## config.mk

```make
export PLATFORM = sky130hd
export DESIGN_NAME = mvm_relu_quant_buf
export DESIGN_NICKNAME = d
export VERILOG_FILES = /design/src/rtl/mvm_relu_quant_buf.sv
export SDC_FILE = /design/constraint.sdc
export NUM_CORES = 1
export LEC_CHECK = 0
export ABC_CLOCK_PERIOD_IN_PS = 3880
export BUFFER_PORTS_ARGS = -buffer_cell sky130_fd_sc_hd__clkbuf_2
export CAP_MARGIN = 25
export CORE_AREA = 5 5 138 140
export CTS_CLUSTER_SIZE = 16
export DETAILED_ROUTE_END_ITERATION = 12
export DIE_AREA = 0 0 143 145
export GPL_TIMING_DRIVEN = 1
export PLACE_DENSITY_LB_ADDON = 0.3
export SYNTH_ARGS = -nofsm -noshare
export SYNTH_HDL_FRONTEND = slang
export SYNTH_SLANG_ARGS = --single-unit
export TNS_END_PERCENT = 30
```

## constraint.sdc

```tcl
create_clock -name clk -period 3.88 [get_ports clk]
set_input_delay 0.194 -clock clk [delete_from_list [all_inputs] [get_ports clk]]
set_output_delay 0.194 -clock clk [all_outputs]
set_load 0.02 [all_outputs]
```

## src/rtl/mvm_relu_quant_buf.sv

```systemverilog
// ============================================================================
// Module   : mvm_relu_quant_buf
// Brief    : Captures a serial MVM result vector, applies ReLU, rounding shift
//            and saturation, then drains 8-bit activations over valid/ready.
// Revision : 1.0 - initial release
// ============================================================================
`default_nettype none

module mvm_relu_quant_buf #(
  parameter int M     = 32,
  parameter int IN_W  = 16,
  parameter int OUT_W = 8,
  parameter int SHIFT = 4
) (
  input  logic             clk,
  input  logic             reset,
  input  logic             mvm_done,
  input  logic [IN_W-1:0]  data_in,
  output logic [OUT_W-1:0] out_data,
  output logic             out_valid,
  input  logic             out_ready,
  output logic             out_last,
  output logic             busy,
  output logic             sat_flag,
  output logic             overrun
);

  localparam int                 c_cnt_w = (M > 1) ? $clog2(M) : 1;
  localparam logic [c_cnt_w-1:0] c_last  = c_cnt_w'(M - 1);
  localparam logic [IN_W:0]      c_max   = (IN_W + 1)'((1 << (OUT_W - 1)) - 1);

  typedef enum logic [1:0] {
    IDLE    = 2'd0,
    CAPTURE = 2'd1,
    DRAIN   = 2'd2
  } state_t;

  state_t               r_state;
  logic [c_cnt_w-1:0]   r_wr_cnt;
  logic [c_cnt_w-1:0]   r_rd_cnt;
  logic [OUT_W-1:0]     r_buf [M];
  logic [OUT_W-1:0]     r_out_data;
  logic                 r_out_valid;
  logic                 r_out_last;
  logic                 r_sat;
  logic                 r_ovr;

  logic [IN_W:0]        w_relu;
  logic [IN_W:0]        w_s;
  logic                 w_sat;
  logic [OUT_W-1:0]     w_q;
  logic [c_cnt_w-1:0]   w_rd_nxt;

  // One extra bit of headroom so the rounding add can never wrap.
  assign w_relu = data_in[IN_W-1] ? '0 : {1'b0, data_in};

  generate
    if (SHIFT > 0) begin : g_round
      localparam logic [IN_W:0] c_half = (IN_W + 1)'(1) << (SHIFT - 1);
      assign w_s = (w_relu + c_half) >> SHIFT;
    end else begin : g_pass
      assign w_s = w_relu;
    end
  endgenerate

  assign w_sat    = (w_s > c_max);
  assign w_q      = w_sat ? c_max[OUT_W-1:0] : w_s[OUT_W-1:0];
  assign w_rd_nxt = r_rd_cnt + c_cnt_w'(1);

  assign out_data  = r_out_data;
  assign out_valid = r_out_valid;
  assign out_last  = r_out_last;
  assign busy      = (r_state != IDLE);
  assign sat_flag  = r_sat;
  assign overrun   = r_ovr;

  always_ff @(posedge clk) begin
    if (reset && (r_state == CAPTURE)) begin
      r_buf[r_wr_cnt] <= w_q;
    end
  end

  always_ff @(posedge clk) begin
    if (!reset) begin
      r_state     <= IDLE;
      r_wr_cnt    <= '0;
      r_rd_cnt    <= '0;
      r_out_data  <= '0;
      r_out_valid <= 1'b0;
      r_out_last  <= 1'b0;
      r_sat       <= 1'b0;
      r_ovr       <= 1'b0;
    end else begin
      // A done pulse outside IDLE never restarts the sequence; it is only flagged.
      if (mvm_done && (r_state != IDLE)) begin
        r_ovr <= 1'b1;
      end
      case (r_state)
        IDLE: begin
          if (mvm_done) begin
            r_state  <= CAPTURE;
            r_wr_cnt <= '0;
          end
        end
        CAPTURE: begin
          if (w_sat) begin
            r_sat <= 1'b1;
          end
          if (r_wr_cnt == c_last) begin
            r_state     <= DRAIN;
            r_rd_cnt    <= '0;
            r_out_valid <= 1'b1;
            // Element 0 is already in the buffer unless it is being written now.
            r_out_data  <= (r_wr_cnt == '0) ? w_q : r_buf[0];
            r_out_last  <= (c_last == '0);
          end else begin
            r_wr_cnt <= r_wr_cnt + c_cnt_w'(1);
          end
        end
        DRAIN: begin
          if (out_ready) begin
            if (r_rd_cnt == c_last) begin
              r_state     <= IDLE;
              r_out_valid <= 1'b0;
              r_out_last  <= 1'b0;
            end else begin
              r_rd_cnt   <= w_rd_nxt;
              r_out_data <= r_buf[w_rd_nxt];
              r_out_last <= (w_rd_nxt == c_last);
            end
          end
        end
        default: begin
          r_state <= IDLE;
        end
      endcase
    end
  end

endmodule

`default_nettype wire

```

---- Word-level counts from Yosys, hierarchy flattened ----
Memory sizes are Yosys's and may differ from the RTL's.
Index checks and enable logic that the tools add are counted.
cells by class
  equal/unequal tests ..................... 11
  reductions and logical operators ........ 13
  $add $sub $neg .......................... 3
  magnitude comparators ................... 1
  muxes and demuxes ....................... 29
operators by type and width
  cell                                                    count
  2-to-1 mux 8 bit                                        5
  2-to-1 mux 5 bit                                        5
  case mux 5 bit (2 select lines)                         2
  adder 15 x 4 -> 16 bit (second input constant)          1
  case mux 8 bit (2 select lines)                         1
  equality test 5 bit (second input constant)             3
  2-to-1 mux 15 bit                                       1
  > comparator 12 x 7 -> 1 bit (second input constant)    1
  AND reduction 4 bit                                     3
  adder 5 x 1 -> 5 bit (second input constant)            2
  inequality test 2 bit (second input constant)           5
  2-to-1 mux 1 bit                                        8
  2-to-1 mux 2 bit                                        4
  case mux 2 bit (3 select lines)                         1
  AND reduction 3 bit                                     2
  nonzero test 2 bit                                      3
  logical NOT 5 bit                                       1
  case mux 1 bit (2 select lines)                         2
  equality test 2 x 1 -> 1 bit (second input constant)    1
  equality test 2 bit (second input constant)             1
  logical AND 1 bit                                       2
  logical NOT 2 bit                                       1
  inequality test 2 x 1 -> 1 bit (second input constant)  1
  AND reduction 2 bit                                     1
word-level totals
  memories ................................ 1
  output and inout port bits .............. 13
  word-level logic and storage cells ...... 66
  memory bits (writable) .................. 256
  bits in registers ....................... 24
  bits of input ports ..................... 20
memory list
  name   depth  width  rd ports  clocked after memory_dff  wr ports  RTL line  text
  r_buf  32     8      2         0                         1         41        logic [OUT_W-1:0] r_buf [M];

---- Depth between registers and ports, before layout ----
  depth after elaboration ................. 7
  depth in mapped cells ................... 10
  gate-level depth less buffers ........... 9

---- Least setup slack after synthesis ----
OpenSTA, ideal clock, no wires.
  kind .................................... input to register
  from .................................... input data_in[15]
  to ...................................... memory r_buf[0][5] (data pin)
  cell stages on the path ................. 6
  setup time .............................. 454 ps
  arrival ................................. 2208 ps
  data required time ...................... 3426 ps
  path buffers ............................ 1
  setup slack ............................. 1218 ps
  cell sequence ........................... clkbuf_1 -> nor2b_1 -> ha_1 -> nand2_1 -> xor2_1 -> o21ai_0
on the way
  word-level cells in the longest chain between the ends .. 4
ends and longest elaborated chain
  what                          RTL line  text
  start: declaration            18        input logic [IN_W-1:0] data_in,
  2-to-1 mux 15 bit (*)         55        assign w_relu = data_in[IN_W-1] ? '0 : {1'b0, data_in};
  adder 15 x 4 -> 16 bit (*)    60        assign w_s = (w_relu + c_half) >> SHIFT;
  > comparator 12 x 7 -> 1 bit  66        assign w_sat = (w_s > c_max);
  2-to-1 mux 8 bit (*)          67        assign w_q = w_sat ? c_max[OUT_W-1:0] : w_s[OUT_W-1:0];
  via w_q[5]                    51        logic [OUT_W-1:0] w_q;
  end: declaration              41
The timed path passes the listed nets; every way through them passes the cells marked *.

---- Worst setup path after layout ----
  from .................................... register r_rd_cnt[0]
  to ...................................... register r_out_data[1], in the netlist out_data[1]
on the way
  word-level cells in the longest chain between the ends .. 5
  elaborated cells on any way between the ends .. 8
  those cells by class .................... 1 x add/sub; 2 x eq/ne; 3 x mux; 1 x reduce/logical; 1 x memory
ends and longest elaborated chain
  what                             RTL line  text
  start: declaration               40        logic [c_cnt_w-1:0] r_rd_cnt;
  start signal: assignment         127       r_rd_cnt <= w_rd_nxt;
  adder 5 x 1 -> 5 bit             68        assign w_rd_nxt = r_rd_cnt + c_cnt_w'(1);
  memory (32 x 8 bit)              n/a
  2-to-1 mux 8 bit                 122       if (r_rd_cnt == c_last) begin
  2-to-1 mux 8 bit                 121       if (out_ready) begin
  case mux 8 bit (2 select lines)  98        case (r_state)
  end signal: assignment           114       r_out_data <= (r_wr_cnt == '0) ? w_q : r_buf[0];
  end signal: assignment           128       r_out_data <= r_buf[w_rd_nxt];
  end: declaration                 42        logic [OUT_W-1:0] r_out_data;
Parallel ways exist; a longest one is shown, timed or not. The select of a mux whose other input is x is not followed.
A chain may end at the register's enable or synchronous reset.

==> summary.txt <==
outcome -> complete, no violations
Slew HR -> 28.2%
final hold viol count -> 0
vias in the first global route -> 7002
Initial Util -> 65.2%
CP endpoint kind -> register
die width -> 143 µm
layout cell share with drive strength beyond 1 -> 14.2%
# rows -> 49
GRT Util Overall -> 26.1%
worst-case clock buffer depth -> 3
Netlist cell types -> 51
Worst EP required -> 4.27 ns
DRT iter0 DRCs -> 827
post-synthesis sequential area ratio -> 70.7%
Slew Viols, Final -> 0
number of max-cap violations -> 0
peak supply drop -> 0.000456 V
H-Tree Depth -> 1
CP Launch Type -> register
share of the synthesized area in the top cell type -> 66.6%
Hold WC Path Type -> input pin to register
Fmax -> 0.312 GHz
largest net degree at the start of global routing -> 64
DR vias/cell -> 6.47
CTS tree -> built
clock transition at the registers of the reported paths -> 0.07 ns
Synth Instances -> 749
post-layout net count -> 855
initial antenna violation count -> 0
top cells by count, synth -> edfxtp_1 (256), nand2_1 (109), nor2_1 (57)
critical path class -> register to register
leading post-synthesis cells by cell area -> edfxtp_1 (67%), dfxtp_1 (4.2%), mux4_2 (4.1%), mux4_1 (3.6%), nand2_1 (3.5%)
min Tclk post-route -> 3.20 ns
multi-input logic area -> 0.00329 mm²
Mapped Area -> 0.0115 mm²
post_cts resized -> 0
Pre-antenna DRT Iters -> 5
CTS root buf -> clkbuf_16
clock net sink count -> 280
Yosys top cell by area -> edfxtp_1
hold_buf cts -> 1
final WL -> 26.9 mm
RSZ-0062 raised after global routing -> no
drt drc -> 0
IO Count -> 33
Yosys reg bits -> 280
CTS Buf Count -> 27
Avg Synthesized Cell Area -> 15.4 µm²
IO Port Bufs -> 29
grt total ovfl -> 0
Leak -> 4.39 nW
TNS Setup -> 0 ns
GP Congestion -> 0.939
Ys Warns -> 0
worst-margin pin slew -> 1.07 ns
placed insts -> 1023
final cell count without fillers -> 1075
fin crit share -> 82.5%
Final Setup Violations -> 0
DIE AREA -> 0.0207 mm²
first-pass GRT wire length -> 40.7 mm
die height -> 145 µm
core box area -> 0.0177 mm²
WL/cell -> 25.0 µm
CP Max Fanout -> 63
Antenna Nets Post-Route -> 0
Antenna Cells -> 0
top-count cell post-synth -> edfxtp_1
FF/Latch Area -> 0.00817 mm²
Worst Path Arrival -> 3.59 ns
HPWL after detailed placement -> 16.7 mm
Setup Skew -> 0.0112 ns
count of flip-flops with a built-in enable after synthesis -> 256
Vias -> 6951
Area Overhead vs Synth -> 12.4%
P per Cell Area -> 467 mW/mm²
fill count -> 1047
clock latency on the worst-skew pair -> 0.54 ns
Post-CTS Setup Bufs -> 0
async set-reset flop share out of synthesis -> 0%
predominant post-synthesis flop cell -> edfxtp_1
## cells in the final DEF, fill, tap and decap left out, drive strengths merged, types with 6 or more instances in the layout
cell,count
a21oi,12
a31oi,14
a32oi,13
a41oi,8
and2,6
buf,21
clkbuf,58
clkinv,18
conb,32
dfxtp,24
edfxtp,256
ha,9
inv,6
mux2i,25
mux4,37
nand2,109
nand3,29
nand3b,6
nand4,7
nor2,57
nor2b,16
o211ai,9
o21ai,24
xnor2,7
xor2,6
## kinds of logic after synthesis
logic type	synth area share [%]
flops	70.7
simple gates	9.73
compound gates	5.49
mux	9.91
buf+inv	1.96
xor+xnor	1.15
fa+ha+maj	0.975
other cells	0.0325
## sequential cells by signal, indices dropped and copies added, names as in the netlist
register and flops:
out_data 8, out_last 1, out_valid 1, overrun 1, r_buf 256, r_rd_cnt 5
r_state 2, r_wr_cnt 5, sat_flag 1
## worst paths after layout
check                                    to  cells past startpoint  slack [ns]        start
worst max-delay path            out_data[1]                      9        0.68  r_rd_cnt[0]
worst max register to register  out_data[1]                      9        0.68  r_rd_cnt[0]
worst min register to register     sat_flag                      1        0.48     sat_flag
worst min-delay path             r_state[1]                      4        0.03    out_ready
## cell type report
class                   instances  share of cell area (%)
multi-input cells             459                    25.3
well taps                     229                    2.21
flip-flops and latches        280                    62.9
clock inverters                21                    1.34
clock buffers                  28                    5.24
inverters                       6                   0.174
repair buffers                 52                    2.78
## power breakdown
group          internal, mW  switching [mW]
registers              3.32         0.00813
logic                0.0490           0.130
clock network          1.46            1.09
total                  4.84            1.23
## critical path: stages (launching register included)
cell	delay (ns)
dfxtp_1	0.31
buf_4	0.20
ha_1	0.38
xor2_4	0.21
buf_12	0.35
mux4_1	0.66
nand2_1	0.10
nand2_1	0.05
a2111oi_0	0.62
a31oi_1	0.17
## layer usage
| layer | part of all wire (%) | track usage [%] | wire length (µm) | vias to the layer above |
|---|---|---|---|---|
| li1 | - | - | - | 3025 |
| met1 | 37 | 36.1 | 9840 | 3378 |
| met2 | 47 | 39.8 | 12800 | 453 |
| met3 | 11 | 5.50 | 2860 | 95 |
| met4 | 5.4 | 13.2 | 1460 | 0 |
| met5 | 0 | 0 | 0 | - |
## metrics by stage
stage / power, mW / setup WS, ns / util (%) / instance area (µm²) / hold slack (ns)
2_1_floorplan: 3.49 / 1.22 / - / 11700 / 0.336
3_3_place_gp: 3.55 / 0.893 / 68.1 / 12100 / 0.446
3_5_place_dp: 3.56 / 0.777 / 68.2 / 12100 / 0.468
4_1_cts: 6.07 / 0.667 / 73.0 / 12900 / 0.0225
5_1_grt: 6.23 / 0.523 / 73.2 / 13000 / 0.0408
6_report: 6.06 / 0.679 / 73.2 / 13000 / 0.0324
Note: power is estimated with default switching activity, not from simulation.
